### src/rtl/vec_check_i8.sv
// vec_check_i8: LFSR-driven stimulus sequencer and response checker for an 8-bit adder DUT
module vec_check_i8 #(
  parameter int          LATENCY = 1,
  parameter logic [15:0] SEED    = 16'h0309
) (
  input  logic        clock,
  input  logic        reset,
  input  logic        start,
  input  logic [15:0] num_vectors,
  output logic [7:0]  a,
  output logic [7:0]  b,
  input  logic [7:0]  y,
  output logic        busy,
  output logic        done,
  output logic        pass,
  output logic        fail,
  output logic [15:0] err_index,
  output logic [7:0]  err_expected,
  output logic [7:0]  err_actual
);
  typedef enum logic [2:0] {IDLE, RUN, DRAIN, PASS, FAIL} state_t;
  localparam int D = (LATENCY == 0) ? 1 : LATENCY;
  state_t      state, state_nx;
  logic [15:0] lfsr, n, issued, checked;
  logic [7:0]  exp_line [D];
  logic [D-1:0] vld_line;
  logic [7:0]  sum, cmp_e;
  logic        cmp_v, accept, mism, fin;
  function automatic logic [15:0] step(input logic [15:0] l);
    return {l[14:0], l[15] ^ l[13] ^ l[12] ^ l[10]};
  endfunction
  assign busy = state == RUN || state == DRAIN;
  assign done = state == PASS || state == FAIL;
  assign pass = state == PASS;
  assign fail = state == FAIL;
  assign sum  = a + b;
  // With zero latency the expected value is compared in the same cycle it is issued
  always_comb begin
    cmp_v  = (LATENCY == 0) ? state == RUN : busy && vld_line[D-1];
    cmp_e  = (LATENCY == 0) ? sum : exp_line[D-1];
    accept = start && !busy;
    mism   = cmp_v && cmp_e != y;
    fin    = cmp_v && !mism && checked == n - 16'd1;
    state_nx = state;
    if (accept) state_nx = (num_vectors == 16'd0) ? PASS : RUN;
    else if (busy) state_nx = mism ? FAIL : fin ? PASS : (state == RUN && issued == n) ? DRAIN : state;
  end
  always_ff @(posedge clock or negedge reset)
    if (!reset) begin
      state        <= IDLE;
      a            <= '0;
      b            <= '0;
      lfsr         <= SEED;
      n            <= '0;
      issued       <= '0;
      checked      <= '0;
      vld_line     <= '0;
      for (int i = 0; i < D; i++) exp_line[i] <= '0;
      err_index    <= '0;
      err_expected <= '0;
      err_actual   <= '0;
    end else begin
      state <= state_nx;
      for (int i = D - 1; i > 0; i--) begin
        exp_line[i] <= exp_line[i-1];
        vld_line[i] <= vld_line[i-1];
      end
      exp_line[0] <= sum;
      vld_line[0] <= state == RUN;
      if (accept) begin
        n            <= num_vectors;
        issued       <= 16'd1;
        checked      <= '0;
        vld_line     <= '0;
        err_index    <= '0;
        err_expected <= '0;
        err_actual   <= '0;
      end else if (cmp_v && !mism) checked <= checked + 16'd1;
      if (mism) begin
        err_index    <= checked;
        err_expected <= cmp_e;
        err_actual   <= y;
      end
      if (accept && num_vectors != 16'd0) begin
        a    <= SEED[7:0];
        b    <= SEED[15:8];
        lfsr <= step(SEED);
      end else if (state_nx == PASS || state_nx == FAIL) begin
        a <= '0;
        b <= '0;
      end else if (state == RUN && issued != n) begin
        a      <= lfsr[7:0];
        b      <= lfsr[15:8];
        lfsr   <= step(lfsr);
        issued <= issued + 16'd1;
      end
    end
endmodule

### config.mk
export PLATFORM = sky130hd
export DESIGN_NAME = vec_check_i8
export DESIGN_NICKNAME = d
export VERILOG_FILES = /design/src/rtl/vec_check_i8.sv
export SDC_FILE = /design/constraint.sdc
export NUM_CORES = 1
export LEC_CHECK = 0
export BUFFER_PORTS_ARGS = -buffer_cell sky130_fd_sc_hd__buf_2
export CAP_MARGIN = 20
export CORE_MARGIN = 4
export CORE_UTILIZATION = 45
export DETAILED_ROUTE_END_ITERATION = 8
export GPL_TIMING_DRIVEN = 0
export PLACE_DENSITY = 0.66
export SLEW_MARGIN = 10
export SYNTH_ARGS = -nofsm -noshare
export SYNTH_HDL_FRONTEND = slang
export SYNTH_SLANG_ARGS = --single-unit
### constraint.sdc
create_clock -name clock -period 3.2 [get_ports clock]
set_clock_uncertainty 0.2 [all_clocks]
set_input_delay 0.64 -clock clock [delete_from_list [all_inputs] [get_ports clock]]
set_output_delay 0.64 -clock clock [all_outputs]
set_load 0.01 [all_outputs]
* Word-level counts from Yosys, hierarchy flattened
Index checks and enable logic that the tools add are counted.
Widths: inputs -> output; s select.
** Storage, ports and cells
- Bits in registers :: 124
- Bits of input ports :: 27
- Output and inout port bits :: 52
- Logic and storage cells :: 77
** Operators by class
- Add/subtract/negate cells :: 4
- Equal/unequal tests :: 11
- Multiplexer cells :: 27
- Bitwise gates (word level) :: 3
- Reduce and logical (&&, ||, !) cells :: 20
** Operators by type and width (number)
- $mux 16 :: 11
- $mux 8 :: 9
- $add 16x1->16 const B :: 2
- $eq 16x16->1 :: 2
- $logic_not 16->1 :: 1
- $ne 16x16->1 :: 1
- $reduce_bool 16->1 :: 1
- $sub 16x1->16 const B :: 1
- $mux 3 :: 5
- $eq 3x2->1 const B :: 3
- $add 8x8->8 :: 1
- $logic_and 1x1->1 :: 8
- $ne 8x8->1 :: 1
- $eq 3x3->1 const B :: 2
- $reduce_bool 2->1 :: 3
- $eq 3x1->1 const B :: 1
- $logic_or 1x1->1 :: 3
- $reduce_bool 3->1 :: 1
- $xor 1x1->1 :: 3
- $logic_not 1->1 :: 2
- $mux 2 :: 1
- $ne 2x2->1 const B :: 1
- $reduce_and 2->1 :: 1
- $mux 1 :: 1

* Longest topological paths before layout
- Depth after elaboration :: 15
- Gate-level depth with buffers :: 13

* Worst setup path before layout
No wires, ideal clock.
- Kind :: register to register
- Start :: reg n[0]
- End :: reg a[1]
- Library setup time :: 0.071 ns
- Arrival :: 2.530 ns
- Setup slack :: 0.400 ns
- Cell stages (with the launch flop) :: 13
- Clock period less this slack :: 2.800 ns
- Path through :: dfrtp_1 -> inv_1 -> ha_1 -> nor4b_4 -> nand2_1 -> xnor2_1 -> a32oi_1 -> o311ai_0 -> and4b_4 -> a311o_4 -> nand2b_4 -> buf_12 -> nor2_4
** Between the ends
- Longest elaborated chain between the ends :: 11
** RTL lines
- from (decl) :: line 24 : logic [15:0] lfsr, n, issued, checked;
- from (signal assigned) :: line 71 : n <= num_vectors;
- $sub 16x1->16 or $eq 16x16->1 (tied branches) :: line 43, 46
- $eq 16x16->1 or $logic_and 1x1->1 (tied branches) :: line 43, 46
- $logic_and 1x1->1 or $mux 3 (tied branches) :: line 43, 46
- $mux 3 (3 in a row) :: line 46 : else if (busy) state_nx = mism ? FAIL : fin ? PASS : (state == RUN && issued == n) ? DRAIN : state;
- $mux 3 :: line 45 : if (accept) state_nx = (num_vectors == 16'd0) ? PASS : RUN;
- $eq 3x2->1 or $eq 3x3->1 (tied branches) :: line 88 : end else if (state_nx == PASS || state_nx == FAIL) begin
- $logic_or 1x1->1 :: line 88
- $mux 8 :: line 88
- $mux 8 :: line 84 : if (accept && num_vectors != 16'd0) begin
- to (signal assigned) :: line 85 : a <= SEED[7:0];
- to (signal assigned) :: line 92 : a <= lfsr[7:0];
- to (decl) :: line 10 : output logic [7:0] a,
Several ways; a longest one is shown, not always the timed one.
A chain may end at the register's enable or synchronous reset.

* Worst setup path in the final report
- Start :: reg n[0]
- End :: reg lfsr[7]
** Between the ends
- Longest elaborated chain between the ends :: 11
** RTL lines
- $sub 16x1->16 or $eq 16x16->1 (tied branches) :: line 43, 46
- $eq 16x16->1 or $logic_and 1x1->1 (tied branches) :: line 43, 46
- $logic_and 1x1->1 or $mux 3 (tied branches) :: line 43, 46
- $mux 3 (3 in a row) :: line 46
- $mux 3 :: line 45
- $eq 3x2->1 or $eq 3x3->1 (tied branches) :: line 88
- $logic_or 1x1->1 :: line 88
- $ne 2x2->1 (no line)
- $reduce_and 2->1 (no line) (*)
- to (signal assigned) :: line 87 : lfsr <= step(SEED);
- to (signal assigned) :: line 94 : lfsr <= step(lfsr);
- to (decl) :: line 24
Mark *: on every way between the ends. The rest lies on a longest branch, timed or not.

==> results.md <==
* # setup viols final at 0
* DP Worst Slack at -151 ps
* Crit-path max cell delay at 440 ps
* PortBufs at a little under 80
* CTS tree: done
* Top FF cell, synth: dfrtp_1
* Design Power at 3.49 mW
* Core area at roughly 14000 µm²
* Post-Synthesis Cells at between 600 and 700
* Cell variety after synth at 65
* Vias per std cell at between 5 and 6
* Initial antenna violation count at 1
* Seq pwr share at 0.449
* Yosys top cell by area: dfrtp_1
* Number of synthesized register bits at 124
* Ports at 79
* Area grow syn2layout at 19.1%
* Starting DRC count in detailed routing at 400
* Ys async rst share at 1.00
* Die Area at 16700 µm²
* Delay-heaviest family, CP: simple AND/OR/NAND/NOR gates
* Critical path type: register to register
* Global Route Usage Sum at 0.196
* Worst Tran Pin Value at approximately 650 ps
* CP Max Fanout at 10
* Die Height at 129 µm
* Layout cells sized above 1 at 0.212
* Sequential-to-total area share from yosys stat at 0.470
* Multi-input logic area at 3090 µm²
* Critical Path AT at roughly 3200 ps
* Total gr overflow at 0
* Fin crit share at 0.959
* Crit start category: register
* Starting density of the core at 0.456
* Critical path, cell by cell: inv_1, ha_2, nor4b_4, nand2_2, o41ai_2, nand4_1, and4b_4, nor2_1, buf_4, buf_6, nand2_1, o21ai_0
* Number of synthesized flops with an enable pin at 0
* ANT cells at 0
* Final Hold Fails at 0
* Commonest non-fill, non-tap cell in the layout: dfrtp_1
* Final instance area at roughly 7900 µm²
* Fill count at between 1000 and 1500
* Comb power frac at 0.019
* Max Fclk at between 0.3 and 0.4 GHz
* Clk_lat worst skew at between 400 and 500 ps
* Vias in the first global route at ~5300
* DRT Wirelength at ~16 mm
* Ys Warns at 0
* DR WL/cell at between 15 and 20 µm
* Critical Path End Type: register
* # clock sinks at 124
* LEAKAGE at 3.87 nW
* Synth top area cells: dfrtp_1 45%, xnor2_1 6.9%, nand2_1 5.1%, mux2i_1 4.4%, nand3_1 3.6%
* Syn Area/Cell at 9.62 µm²
* Critical path buffers and inverters at 3
* Internal power at 2.69 mW
* Netlist Area Pre-Place at 6610 µm²
* CP max-delay cell: dfrtp_2
* Finished Core Util at 0.543
* Clock Path Buffers at 2
* Worst IR Drop VDD at around 0.00038 V
* Root buf cell: clkbuf_16
* Fraction of synthesized cell area taken by the top area cell type at 0.454
* Largest net degree at the start of global routing at between 70 and 80
* Rows at 44
* First-pass GRT wire length at 26.1 mm
* CTS Buf Count at 17
* Clock power share at 0.532
* Fin. max-slew vios at 0
* Area after DPL at just over 7000 µm²
* Rel. slew slack at 0.565
* Final ANT Viol Nets at 0
* Number of max-cap violations at 0
* CTS HTree Levels at 4
* Switching power at about 0.80 mW
* Clock transition at path regs at 60 ps
* Nets at 826
* Post-Syn Nets at between 700 and 800
* DRC Markers at 0
* RSZ-0062 raised after global routing: false
* Period minus WS final at approximately 3100 ps
* Sequential cell area at ~3100 µm²
* Power per Cell Area at about 440 nW/µm²
* CP required at roughly 3300 ps
* Worst setup margin at 131 ps
* Sw frac at 0.229
* Router iterations before antenna repair at 5
* GPL Wtd Cong at 0.859
* Via count at 5187
* Post-DP HPWL at between 10 and 15 mm
* HP Class: primary input to register
* Die width at approximately 130 µm
* Status: completed
* Most frequent cells in the layout: 119 x dfrtp_1, 89 x nand2_1, 84 x buf_2
## Yosys cell counts, types with 3 or more instances
cell,instances
and3_1,6
nor2_1,32
buf_2,7
xor2_1,22
and2_1,4
nor3b_1,3
clkbuf_1,23
or2_2,4
dfstp_2,4
o21bai_1,3
xnor2_1,52
o21ai_0,47
nor2_4,10
nand2b_1,10
nor4_1,9
nor2b_1,3
nand2_1,89
nand4_1,15
dfrtp_1,120
a21oi_1,12
mux2i_1,29
inv_1,52
a21o_1,3
o21ai_1,13
ha_1,10
nor3_1,7
nand3_1,47
nor4_2,3
buf_6,4
## worst paths after layout
path,startpoint,end,slack (ps),cells past startpoint
max in group asynchronous,reset,b[7]$_DFFE_PN0P_,1540,3
max,n[0]$_DFFE_PN0P_,lfsr[7]$_DFFE_PN0P_,130,12
max reg2reg,n[0]$_DFFE_PN0P_,lfsr[7]$_DFFE_PN0P_,130,12
min in group asynchronous,reset,err_index[13]$_DFFE_PN0P_,520,2
min reg2reg,lfsr[3]$_DFFE_PN1P_,lfsr[3]$_DFFE_PN1P_,270,2
min,num_vectors[11],n[11]$_DFFE_PN0P_,240,3
## routing by layer
layer  track usage  wire [µm]  up-vias
li1              -          -     2513
met1         0.254       6940     2549
met2         0.326       7880       95
met3        0.0346        516       28
met4        0.0791        346        2
met5             0         13        -
## power groups by stage
stage                     logic, mW  clock network [mW]  registers (mW)
after floorplan             0.00784                   0            1.60
after global placement       0.0616                   0            1.60
after detailed placement     0.0683                   0            1.60
after CTS                    0.0695                1.88            1.57
after global routing         0.0772                1.95            1.57
final                        0.0668                1.86            1.57
## cell families after synthesis
| logic type | after synthesis | share of synthesized area |
|---|---|---|
| and+or+nand+nor | 256 | 0.210 |
| DFF | 124 | 0.470 |
| AOI/OAI and AO/OA | 100 | 0.0932 |
| buffers and inverters | 93 | 0.0627 |
| xor gates and xnor gates | 74 | 0.0981 |
| muxes | 29 | 0.0439 |
| adders and majority gates | 11 | 0.0220 |
## area by class of cell
type	instances	share of cell area
Sequential cell	124	0.395
Multi-Input combinational cell	470	0.392
Timing Repair Buffer	82	0.0571
Clock buffer	18	0.0558
Tap cell	184	0.0293
Buffer	40	0.0275
Inverter	53	0.0253
Clock inverter	14	0.0175
## timing repair
item	in CTS	in global routing
buffers inserted	1	1
endpoints found under the setup margin	1	22
gates cloned	0	0
hold endpoints to repair	45	0
pin swaps	0	1
gates resized for setup	0	4
hold buffers	1	0
## per-stage QoR
stage / std cells / hold slack (ps) / setup TNS, ps
floorplan: 687 / 144 / 0
global placement: 949 / 267 / -27720
detailed placement: 950 / 271 / -1500
CTS: 984 / 231 / 0
global route: 985 / 251 / 0
finish: 985 / 238 / 0
## state kept, by name, summed over array words and instances (netlist names)
signal / flops
checked: 16
err_index: 16
issued: 16
lfsr: 16
n: 16
a: 8
b: 8
cmp_e: 8
err_actual: 8
err_expected: 8
state: 3
vld_line: 1
## worst min-delay path, stage by stage
cell and delay, ps:
buf_2 90, nand2_1 40, nand2_1 50
(Power assumes the default switching activity.)
